### src/rtl/cdb_arbiter_pkg.sv
// Shared ROB/data widths, constants and entry types for the CDB arbiter slice.
// Widths are fixed here; the arbiter and its buffers add none of their own.
package cdb_arbiter_pkg;

  typedef logic [3:0]  ROB_ID_TYPE;
  typedef logic [31:0] DATA_TYPE;

  localparam ROB_ID_TYPE ZERO_ROB  = 4'd0;
  localparam DATA_TYPE   ZERO_WORD = 32'd0;
  localparam logic       TRUE      = 1'b1;
  localparam logic       FALSE     = 1'b0;

  typedef struct packed {
    ROB_ID_TYPE rob_id;
    DATA_TYPE   result;
  } cdb_entry_t;

  localparam int ENTRY_W = $bits(cdb_entry_t);

  typedef enum logic {
    PRIO_ALU = 1'b0,
    PRIO_LS  = 1'b1
  } prio_e;

  function automatic prio_e prio_other(input prio_e p);
    return (p == PRIO_ALU) ? PRIO_LS : PRIO_ALU;
  endfunction

endpackage

### src/rtl/cdb_fifo.sv
// Per-requester result buffer: DEPTH entries, same-cycle push+pop, flush empties it.
// full/empty come from registered occupancy only, so ready never depends on a same-cycle pop.
module cdb_fifo
  import cdb_arbiter_pkg::*;
#(
  parameter int DEPTH = 2
) (
  input  logic               clk,
  input  logic               rst,
  input  logic               en,
  input  logic               flush,
  input  logic               push,
  input  logic               pop,
  input  logic [ENTRY_W-1:0] push_dat,
  output logic               full,
  output logic               empty,
  output logic [ENTRY_W-1:0] head_dat
);

  localparam int PW = $clog2(DEPTH);

  logic [PW-1:0] wr_q, wr_d;
  logic [PW-1:0] rd_q, rd_d;
  logic [PW:0]   cnt_q, cnt_d;
  logic          do_push, do_pop;
  cdb_entry_t    mem_q [DEPTH];

  assign full     = (cnt_q == (PW+1)'(DEPTH));
  assign empty    = (cnt_q == '0);
  assign head_dat = mem_q[rd_q];

  assign do_push = en && !flush && push && !full;
  assign do_pop  = en && !flush && pop && !empty;

  always_comb begin
    wr_d  = wr_q;
    rd_d  = rd_q;
    cnt_d = cnt_q;
    if (flush) begin
      wr_d  = '0;
      rd_d  = '0;
      cnt_d = '0;
    end else begin
      // Pointers wrap naturally because DEPTH is a power of two.
      if (do_push) wr_d = wr_q + PW'(1);
      if (do_pop)  rd_d = rd_q + PW'(1);
      case ({do_push, do_pop})
        2'b10:   cnt_d = cnt_q + (PW+1)'(1);
        2'b01:   cnt_d = cnt_q - (PW+1)'(1);
        default: cnt_d = cnt_q;
      endcase
    end
  end

  always_ff @(posedge clk) begin
    if (rst) begin
      wr_q  <= '0;
      rd_q  <= '0;
      cnt_q <= '0;
    end else begin
      wr_q  <= wr_d;
      rd_q  <= rd_d;
      cnt_q <= cnt_d;
    end
  end

  always_ff @(posedge clk) begin
    if (do_push) mem_q[wr_q] <= cdb_entry_t'(push_dat);
  end

endmodule

### src/rtl/cdb_arbiter.sv
// Round-robin arbiter of ALU and LS results onto one registered CDB; 2-edge uncontended latency.
// Optional saturating conflict counter enabled by defining CDB_ARB_PERF_CNT_EN.
module cdb_arbiter
  import cdb_arbiter_pkg::*;
#(
  parameter int FIFO_DEPTH = 2
) (
  input  logic        clk,
  input  logic        rst,
  input  logic        rdy,
  input  logic        misbranch_flag,
  input  logic        alu_valid,
  input  logic [3:0]  alu_rob_id,
  input  logic [31:0] alu_result,
  output logic        alu_ready,
  input  logic        ls_valid,
  input  logic [3:0]  ls_rob_id,
  input  logic [31:0] ls_result,
  output logic        ls_ready,
  output logic        cdb_valid,
  output logic [3:0]  cdb_rob_id,
  output logic [31:0] cdb_result
`ifdef CDB_ARB_PERF_CNT_EN
  ,
  output logic [31:0] conflict_cnt
`endif
);

  logic               alu_full, alu_empty, ls_full, ls_empty;
  logic               alu_push, ls_push;
  logic               grant_alu, grant_ls;
  logic [ENTRY_W-1:0] alu_head, ls_head;
  cdb_entry_t         alu_ent, ls_ent, alu_in, ls_in;

  prio_e              prio_q, prio_d;
  logic               cdb_valid_q, cdb_valid_d;
  ROB_ID_TYPE         cdb_rob_id_q, cdb_rob_id_d;
  DATA_TYPE           cdb_result_q, cdb_result_d;

  assign alu_ready = rdy && !alu_full;
  assign ls_ready  = rdy && !ls_full;

  // Offers tagged with the null ROB id are accepted on the handshake but never stored.
  assign alu_push = alu_valid && alu_ready && (alu_rob_id != ZERO_ROB) && !misbranch_flag;
  assign ls_push  = ls_valid  && ls_ready  && (ls_rob_id  != ZERO_ROB) && !misbranch_flag;

  assign alu_in  = '{rob_id: alu_rob_id, result: alu_result};
  assign ls_in   = '{rob_id: ls_rob_id,  result: ls_result};
  assign alu_ent = cdb_entry_t'(alu_head);
  assign ls_ent  = cdb_entry_t'(ls_head);

  cdb_fifo #(.DEPTH(FIFO_DEPTH)) u_alu_fifo (
    .clk      (clk),
    .rst      (rst),
    .en       (rdy),
    .flush    (misbranch_flag),
    .push     (alu_push),
    .pop      (grant_alu),
    .push_dat (alu_in),
    .full     (alu_full),
    .empty    (alu_empty),
    .head_dat (alu_head)
  );

  cdb_fifo #(.DEPTH(FIFO_DEPTH)) u_ls_fifo (
    .clk      (clk),
    .rst      (rst),
    .en       (rdy),
    .flush    (misbranch_flag),
    .push     (ls_push),
    .pop      (grant_ls),
    .push_dat (ls_in),
    .full     (ls_full),
    .empty    (ls_empty),
    .head_dat (ls_head)
  );

  always_comb begin
    grant_alu = FALSE;
    grant_ls  = FALSE;
    if (rdy && !misbranch_flag) begin
      if (!alu_empty && !ls_empty) begin
        if (prio_q == PRIO_ALU) grant_alu = TRUE;
        else                    grant_ls  = TRUE;
      end else if (!alu_empty) begin
        grant_alu = TRUE;
      end else if (!ls_empty) begin
        grant_ls = TRUE;
      end
    end
  end

  always_comb begin
    prio_d       = prio_q;
    cdb_valid_d  = cdb_valid_q;
    cdb_rob_id_d = cdb_rob_id_q;
    cdb_result_d = cdb_result_q;
    if (misbranch_flag) begin
      cdb_valid_d = FALSE;
      prio_d      = PRIO_ALU;
    end else if (rdy) begin
      cdb_valid_d = grant_alu || grant_ls;
      if (grant_alu) begin
        cdb_rob_id_d = alu_ent.rob_id;
        cdb_result_d = alu_ent.result;
        prio_d       = prio_other(PRIO_ALU);
      end else if (grant_ls) begin
        cdb_rob_id_d = ls_ent.rob_id;
        cdb_result_d = ls_ent.result;
        prio_d       = prio_other(PRIO_LS);
      end
    end
  end

  always_ff @(posedge clk) begin
    if (rst) begin
      prio_q       <= PRIO_ALU;
      cdb_valid_q  <= FALSE;
      cdb_rob_id_q <= ZERO_ROB;
      cdb_result_q <= ZERO_WORD;
    end else begin
      prio_q       <= prio_d;
      cdb_valid_q  <= cdb_valid_d;
      cdb_rob_id_q <= cdb_rob_id_d;
      cdb_result_q <= cdb_result_d;
    end
  end

  assign cdb_valid  = cdb_valid_q;
  assign cdb_rob_id = cdb_rob_id_q;
  assign cdb_result = cdb_result_q;

`ifdef CDB_ARB_PERF_CNT_EN
  logic [31:0] conflict_cnt_q, conflict_cnt_d;

  // Counts arbitrated cycles where both requesters had work; survives flushes.
  always_comb begin
    conflict_cnt_d = conflict_cnt_q;
    if (rdy && !misbranch_flag && !alu_empty && !ls_empty && (conflict_cnt_q != 32'hFFFF_FFFF))
      conflict_cnt_d = conflict_cnt_q + 32'd1;
  end

  always_ff @(posedge clk) begin
    if (rst) conflict_cnt_q <= 32'd0;
    else     conflict_cnt_q <= conflict_cnt_d;
  end

  assign conflict_cnt = conflict_cnt_q;
`endif

endmodule

### config.mk
export PLATFORM = sky130hd
export DESIGN_NAME = cdb_arbiter
export DESIGN_NICKNAME = d
export VERILOG_FILES = /design/src/rtl/cdb_arbiter_pkg.sv /design/src/rtl/cdb_fifo.sv /design/src/rtl/cdb_arbiter.sv
export SDC_FILE = /design/constraint.sdc
export NUM_CORES = 1
export LEC_CHECK = 0
export ABC_AREA = 1
export BUFFER_PORTS_ARGS = -buffer_cell sky130_fd_sc_hd__buf_2
export CAP_MARGIN = 20
export CORE_MARGIN = 8
export CORE_UTILIZATION = 45
export CTS_BUF_LIST = sky130_fd_sc_hd__clkbuf_4 sky130_fd_sc_hd__clkbuf_8
export DETAILED_ROUTE_END_ITERATION = 7
export PLACE_DENSITY = 0.68
export REMOVE_ABC_BUFFERS = 1
export SYNTH_ARGS = -nofsm -noshare
export SYNTH_HDL_FRONTEND = slang
export SYNTH_HIERARCHICAL = 1
export SYNTH_SLANG_ARGS = --single-unit
### constraint.sdc
create_clock -name clk -period 7.87 [get_ports clk]
set_clock_uncertainty 0.1 [all_clocks]
set_input_delay 1.9675 -clock clk [delete_from_list [all_inputs] [get_ports clk]]
set_output_delay 1.9675 -clock clk [all_outputs]
set_load 0.02 [all_outputs]
==> metrics.cfg, run 1 <==
[timing]
rsz0062_at_grt = false
worst_pin_slew_ns = 0.9576
slew_headroom_pct = 36.08
setup_viol = 0
finalCritPeriodShare_pct = 58.41
period_needed_ns = 4.597
final_max_slew_viol_count = 0
finalHoldViolCount = 0
fmax_mhz = 217.5
final.setup.tns_ns = 0

[clock_network]
clk_pin_slew_worst_paths_ns = 0.09
clock_latency_ns = 0.45
cts_sinks = 192
ctsResizeCount = 0
cts-root-buf = clkbuf_8
cts_hold_buf = 0
cts_tree = built
cts_setup_buffers = 0
cts_made_buffers = 17
htreeDepth = 4
cts_buffer_depth = 2

[global_route]
antenna_found_initial = 2
overflow = 0
grt_pass1_vias = 4946
grt_pass1_wl_mm = 25.34
grt_max_degree = 70
grt_usage_pct = 14.64

[logic_synthesis]
yosysTopAreaCell = edfxtp_1
yosys_register_bits = 192
yosysWarnings = 6
ys_seq_area_share_pct = 63.78
ys_types = 24
synth_area_per_cell_um2 = 12.04
syn-cell-area_um2 = 8287
synth_area_leaders = edfxtp_1, dfxtp_1, mux2_4
synth_top_area_share_pct = 52.18
syn_inst = 688

[worst_setup_path]
worstRegToRegCells = 10
start_kind = input port
crit_type = in -> out
cp_common_cell = buf_2
crit_path_cell_trace = buf_2 > inv_2 > nor2_1 > buf_2
reg2reg_to = cdb_valid
cp-startpoint = rdy
worst-path-stages = 4
crit_path_top_delay_cell = buf_2
cp_max_fo = 6
critPathBufInv = 3
rr_startpoint = u_ls_fifo/cnt_q[0]
worst_setup_path_end_kind = primary output
critical-path-top-delay-family = buffers and inverters
crit_required_ns = 5.80
max_stage_delay_ns = 0.20
crit_arrival_ns = 2.53
endpoint = alu_ready
r2r_slack_ns = 4.68

[drt]
drt_wl_total_mm = 16.07
num_vias = 4900
drtIter0Drc = 277
vias_per_cell = 4.702
ant_nets = 0
drc = 0
first_pass_iters = 4
routedWlPerCell_um = 15.42

[place]
gp_congestion = 0.7771
place_hpwl_mm = 10.33
portBuffers = 116

[floorplan]
die_area_um2 = 23010
start_util_pct = 45.97
ios = 117
rows = 49
die_h_um = 151.7
dieWidth_um = 151.7
coreArea_um2 = 18020

[pwr]
pwr-share-seq_pct = 61.8
power.internal_mw = 1.415
clock_power_share_pct = 34.9
total_power_mw = 1.776
ir_worst_vdd_v = 0.0001695
comb_power_share_pct = 3.3
power_density_nw_per_um2 = 189.9
netSwitchingFraction_pct = 20.30
power.leakage_nw = 4.056
p_sw_uw = 360.5

[min_path]
hold_class = reg -> reg

[layout]
drive_gt1_share_pct = 28.94
area_delta_synth_final_pct = 12.80
layout.nets = 879

[flow_run]
cap_violations = 0

[run_status]
status = finished clean

[registers in the layout (all words and copies together) (netlist names), named ones only]
| signal | count |
|---|---|
| u_ls_fifo/rd_q | 1 |
| prio_q | 1 |
| u_alu_fifo/rd_q | 1 |
| cdb_valid | 1 |
| cdb_rob_id | 4 |
| u_alu_fifo/mem_q | 72 |
| u_ls_fifo/cnt_q | 2 |
| u_ls_fifo/mem_q | 72 |
| u_alu_fifo/wr_q | 1 |
| cdb_result | 32 |
| u_ls_fifo/wr_q | 1 |
| u_alu_fifo/cnt_q | 2 |
[synth_stat cells]
cell type	instances
ha_1	2
inv_2	1
buf_2	9
nand2_2	1
nand3_1	4
nand3_2	2
dfxtp_1	48
nor4_1	4
edfxtp_1	144
nor3_1	2
a21boi_0	1
mux2_2	12
inv_1	63
nand3b_1	36
nand2_1	131
clkinv_1	1
mux2_4	60
clkbuf_1	4
buf_4	4
o21ai_0	1
nor2_4	1
nor2_1	144
buf_12	6
buf_6	7
[cells by family after synthesis]
logic type	share of synthesized area, %
fa+ha+maj	0.3019
flops	63.78
simple gates	16.84
mux	12.50
buf+inv	6.432
compound gates	0.1510
[placed cells by master, fill, tap and decap left out, types with 2 or more instances in the layout]
cell,n
nand3_1,4
buf_2,116
nand3b_1,36
inv_2,3
clkbuf_8,17
clkinv_1,3
ha_1,2
dfxtp_1,46
nor2_4,3
mux2_4,60
nor2_1,142
nor4_1,4
nand2_1,131
edfxtp_1,144
mux2_2,12
bufinv_16,2
clkinvlp_4,3
clkinv_2,3
inv_1,61
clkbuf_4,4
dfxtp_2,2
nor3_1,2
buf_4,4
[stage by stage]
stage	worst slack (ns)	area (um2)	instances	util (%)	hold slack, ns
6_report	3.273	9348	1042	51.86	0.4071
5_1_grt	3.194	9345	1041	51.85	0.4225
4_1_cts	3.245	9325	1040	51.74	0.4079
3_5_place_dp	3.148	8947	1008	49.64	0.3946
3_3_place_gp	3.192	8920	1007	49.49	0.3860
2_1_floorplan	2.939	7998	658	-	0.3631
[area by class of cell]
| cell class | instances | area [um2] |
|---|---|---|
| Clock buffer | 21 | 264.0 |
| Tap cell | 229 | 286.5 |
| Timing Repair Buffer | 122 | 658.1 |
| Antenna cell | 1 | 2.502 |
| Inverter | 65 | 244.0 |
| Sequential cell | 192 | 5288 |
| Fill cell | 1610 | 8677 |
| Multi-Input combinational cell | 401 | 2491 |
| Clock inverter | 11 | 113.9 |
[power by group through the flow]
stage | Clock [mW] | Sequential (mW) | Combinational [mW]
6_report | 0.620 | 1.10 | 0.0588
5_1_grt | 0.679 | 1.10 | 0.0655
4_1_cts | 0.636 | 1.10 | 0.0594
3_5_place_dp | 0 | 1.12 | 0.0591
3_3_place_gp | 0 | 1.12 | 0.0570
2_1_floorplan | 0 | 1.12 | 0.0227
[routing by layer]
layer  part of all wire [%]  up-vias  wire length, um  global-route usage [%]
met4                   0.79        4              127                   3.528
met5                   0.14        -               23                       0
li1                       -     2493                -                       -
met2                     47      124             7530                   23.76
met1                     45     2262             7215                   18.38
met3                    7.3       17             1173                   5.168
[worst min-delay path, cell delays in order, from the launching register on]
cell	delay [ns]
dfxtp_1	0.34
nand2_1	0.06
a21boi_0	0.07
[worst min path at each step]
stage	from	endpoint	slack [ns]	cells past startpoint
floorplan	prio_q	prio_q	0.36	2
global placement	prio_q	prio_q	0.39	2
detailed placement	prio_q	prio_q	0.39	2
CTS	u_ls_fifo/cnt_q[1]	u_ls_fifo/cnt_q[1]	0.41	2
global route	u_alu_fifo/cnt_q[1]	u_alu_fifo/cnt_q[1]	0.42	2
finish	prio_q	prio_q	0.41	2
No activity file was read; power rests on OpenSTA's default activity.
==> run 2: changes to the inputs <==
clock period = 4.5 ns   (was 7.87 ns; I/O delays follow)
==> run 2 against run 1 <==
Against the previous run: cell area grew 0.51%; sequential power rose by 75%; via count grew 1.8%; critical path type unchanged.
==> metrics.cfg, run 2 (same netlist as run 1, synthesis figures left out) <==
[drt]
ant_nets = 0  ; unchanged
drc = 0  ; unchanged
first_pass_iters = 5  ; +1
drt_wl_total_mm = 17.16  ; +6.8%
routedWlPerCell_um = 16.42  ; +6.5%
vias_per_cell = 4.774  ; +1.5%
num_vias = 4989  ; +1.8%
drtIter0Drc = 214  ; -23%

[floorplan]
rows = 49  ; unchanged
ios = 117  ; unchanged
die_area_um2 = 23010  ; unchanged
die_h_um = 151.7  ; unchanged
coreArea_um2 = 18020  ; unchanged
dieWidth_um = 151.7  ; unchanged
start_util_pct = 45.97  ; unchanged

[pwr]
power.leakage_nw = 4.078  ; +0.54%
total_power_mw = 3.229  ; +82%
ir_worst_vdd_v = 0.0002119  ; +25%
power_density_nw_per_um2 = 343.6  ; +81%

[global_route]
overflow = 0  ; unchanged
grt_pass1_wl_mm = 26.35  ; +4.0%
grt_max_degree = 48  ; -31%
grt_pass1_vias = 4995  ; +0.99%
grt_usage_pct = 15.33  ; +0.69 points
antenna_found_initial = 2  ; unchanged

[clock_network]
ctsResizeCount = 0  ; unchanged
cts_buffer_depth = 2  ; unchanged
cts_sinks = 192  ; unchanged
cts_setup_buffers = 0  ; unchanged
cts_made_buffers = 17  ; unchanged
htreeDepth = 4  ; unchanged
cts_tree = built
cts_hold_buf = 0  ; unchanged
clk_pin_slew_worst_paths_ns = 0.09  ; about the same
clock_latency_ns = 0.45  ; about the same
cts-root-buf = clkbuf_8

[worst_setup_path]
start_kind = input port
crit_arrival_ns = 1.68  ; -0.85 ns
worst_setup_path_end_kind = primary output
crit_required_ns = 3.27  ; -2.53 ns
cp_max_fo = 6  ; unchanged
crit_type = in -> out

[timing]
period_needed_ns = 2.901
final.setup.tns_ns = 0  ; unchanged
fmax_mhz = 344.7
slew_headroom_pct = 39.47  ; +3.4 points
final_max_slew_viol_count = 0  ; unchanged
worst_pin_slew_ns = 0.9067  ; -0.05096 ns
finalCritPeriodShare_pct = 64.46
rsz0062_at_grt = false
finalHoldViolCount = 0  ; unchanged
setup_viol = 0  ; unchanged

[layout]
final_cell_count_no_fill = 1045  ; +0.29%
insertedDiodeCount = 0  ; -1
final_cell_mix = edfxtp_1, nor2_1, nand2_1, buf_2, inv_1
layout.nets = 883  ; +0.46%
layout_commonest_cell = edfxtp_1
drive_gt1_share_pct = 29.53  ; +0.59 points
area_delta_synth_final_pct = 13.38

[flow_run]
cap_violations = 0  ; unchanged

[place]
dp_cells = 1013  ; +0.50%
gp_congestion = 0.7864  ; +1.2%
place_hpwl_mm = 11.36  ; +10%
portBuffers = 116  ; unchanged

[run_status]
status = finished clean

[min_path]
hold_class = reg -> reg

## run 2: path summary, 6_finish.rpt
path                       from              to  slack [ns]  cells past startpoint
max                         rdy       alu_ready        1.60                      4
min                      prio_q          prio_q        0.40                      2
max reg2reg  u_ls_fifo/cnt_q[0]  cdb_result[31]        1.98                     10
min reg2reg              prio_q          prio_q        0.40                      2
## run 2: final cells by class
| cell class | instances | area [um2] |
|---|---|---|
| clock buffer | 18 | 241.5 |
| clock inverter | 14 | 188.9 |
| fill | 1626 | 8630 |
| inverter | 65 | 244.0 |
| multi-input combinational | 401 | 2491 |
| sequential | 192 | 5288 |
| tap | 229 | 286.5 |
| timing repair buffer | 126 | 655.6 |
## run 2: power breakdown
part           total, mW  internal (mW)  switching [mW]
Combinational      0.106         0.0483          0.0577
Sequential          1.92           1.91         0.00433
Clock               1.20          0.609           0.596
Total               3.23           2.57           0.658
## run 2: worst max-delay path, stage by stage
cell and delay (ns):
buf_2 0.14, inv_2 0.07, nor2_1 0.14, buf_2 0.20
## run 2: metrics by stage
stage | area (um2) | utilization, % | hold WS (ns) | worst slack, ns
2_1_floorplan | 7998 | - | 0.3631 | 0.4115
3_3_place_gp | 8965 | 49.74 | 0.3774 | 1.131
3_5_place_dp | 8965 | 49.74 | 0.3912 | 1.112
4_1_cts | 9395 | 52.12 | 0.4035 | 1.570
5_1_grt | 9395 | 52.12 | 0.4245 | 1.493
6_report | 9395 | 52.12 | 0.4035 | 1.599
## run 2: per-layer routing
| metal | wire length [um] | GRT usage (%) | vias to the layer above |
|---|---|---|---|
| met5 | 23 | 0 | - |
| met4 | 78 | 4.214 | 4 |
| met3 | 1173 | 4.544 | 10 |
| met2 | 7943 | 24.27 | 130 |
| met1 | 7944 | 20.12 | 2347 |
| li1 | - | - | 2498 |
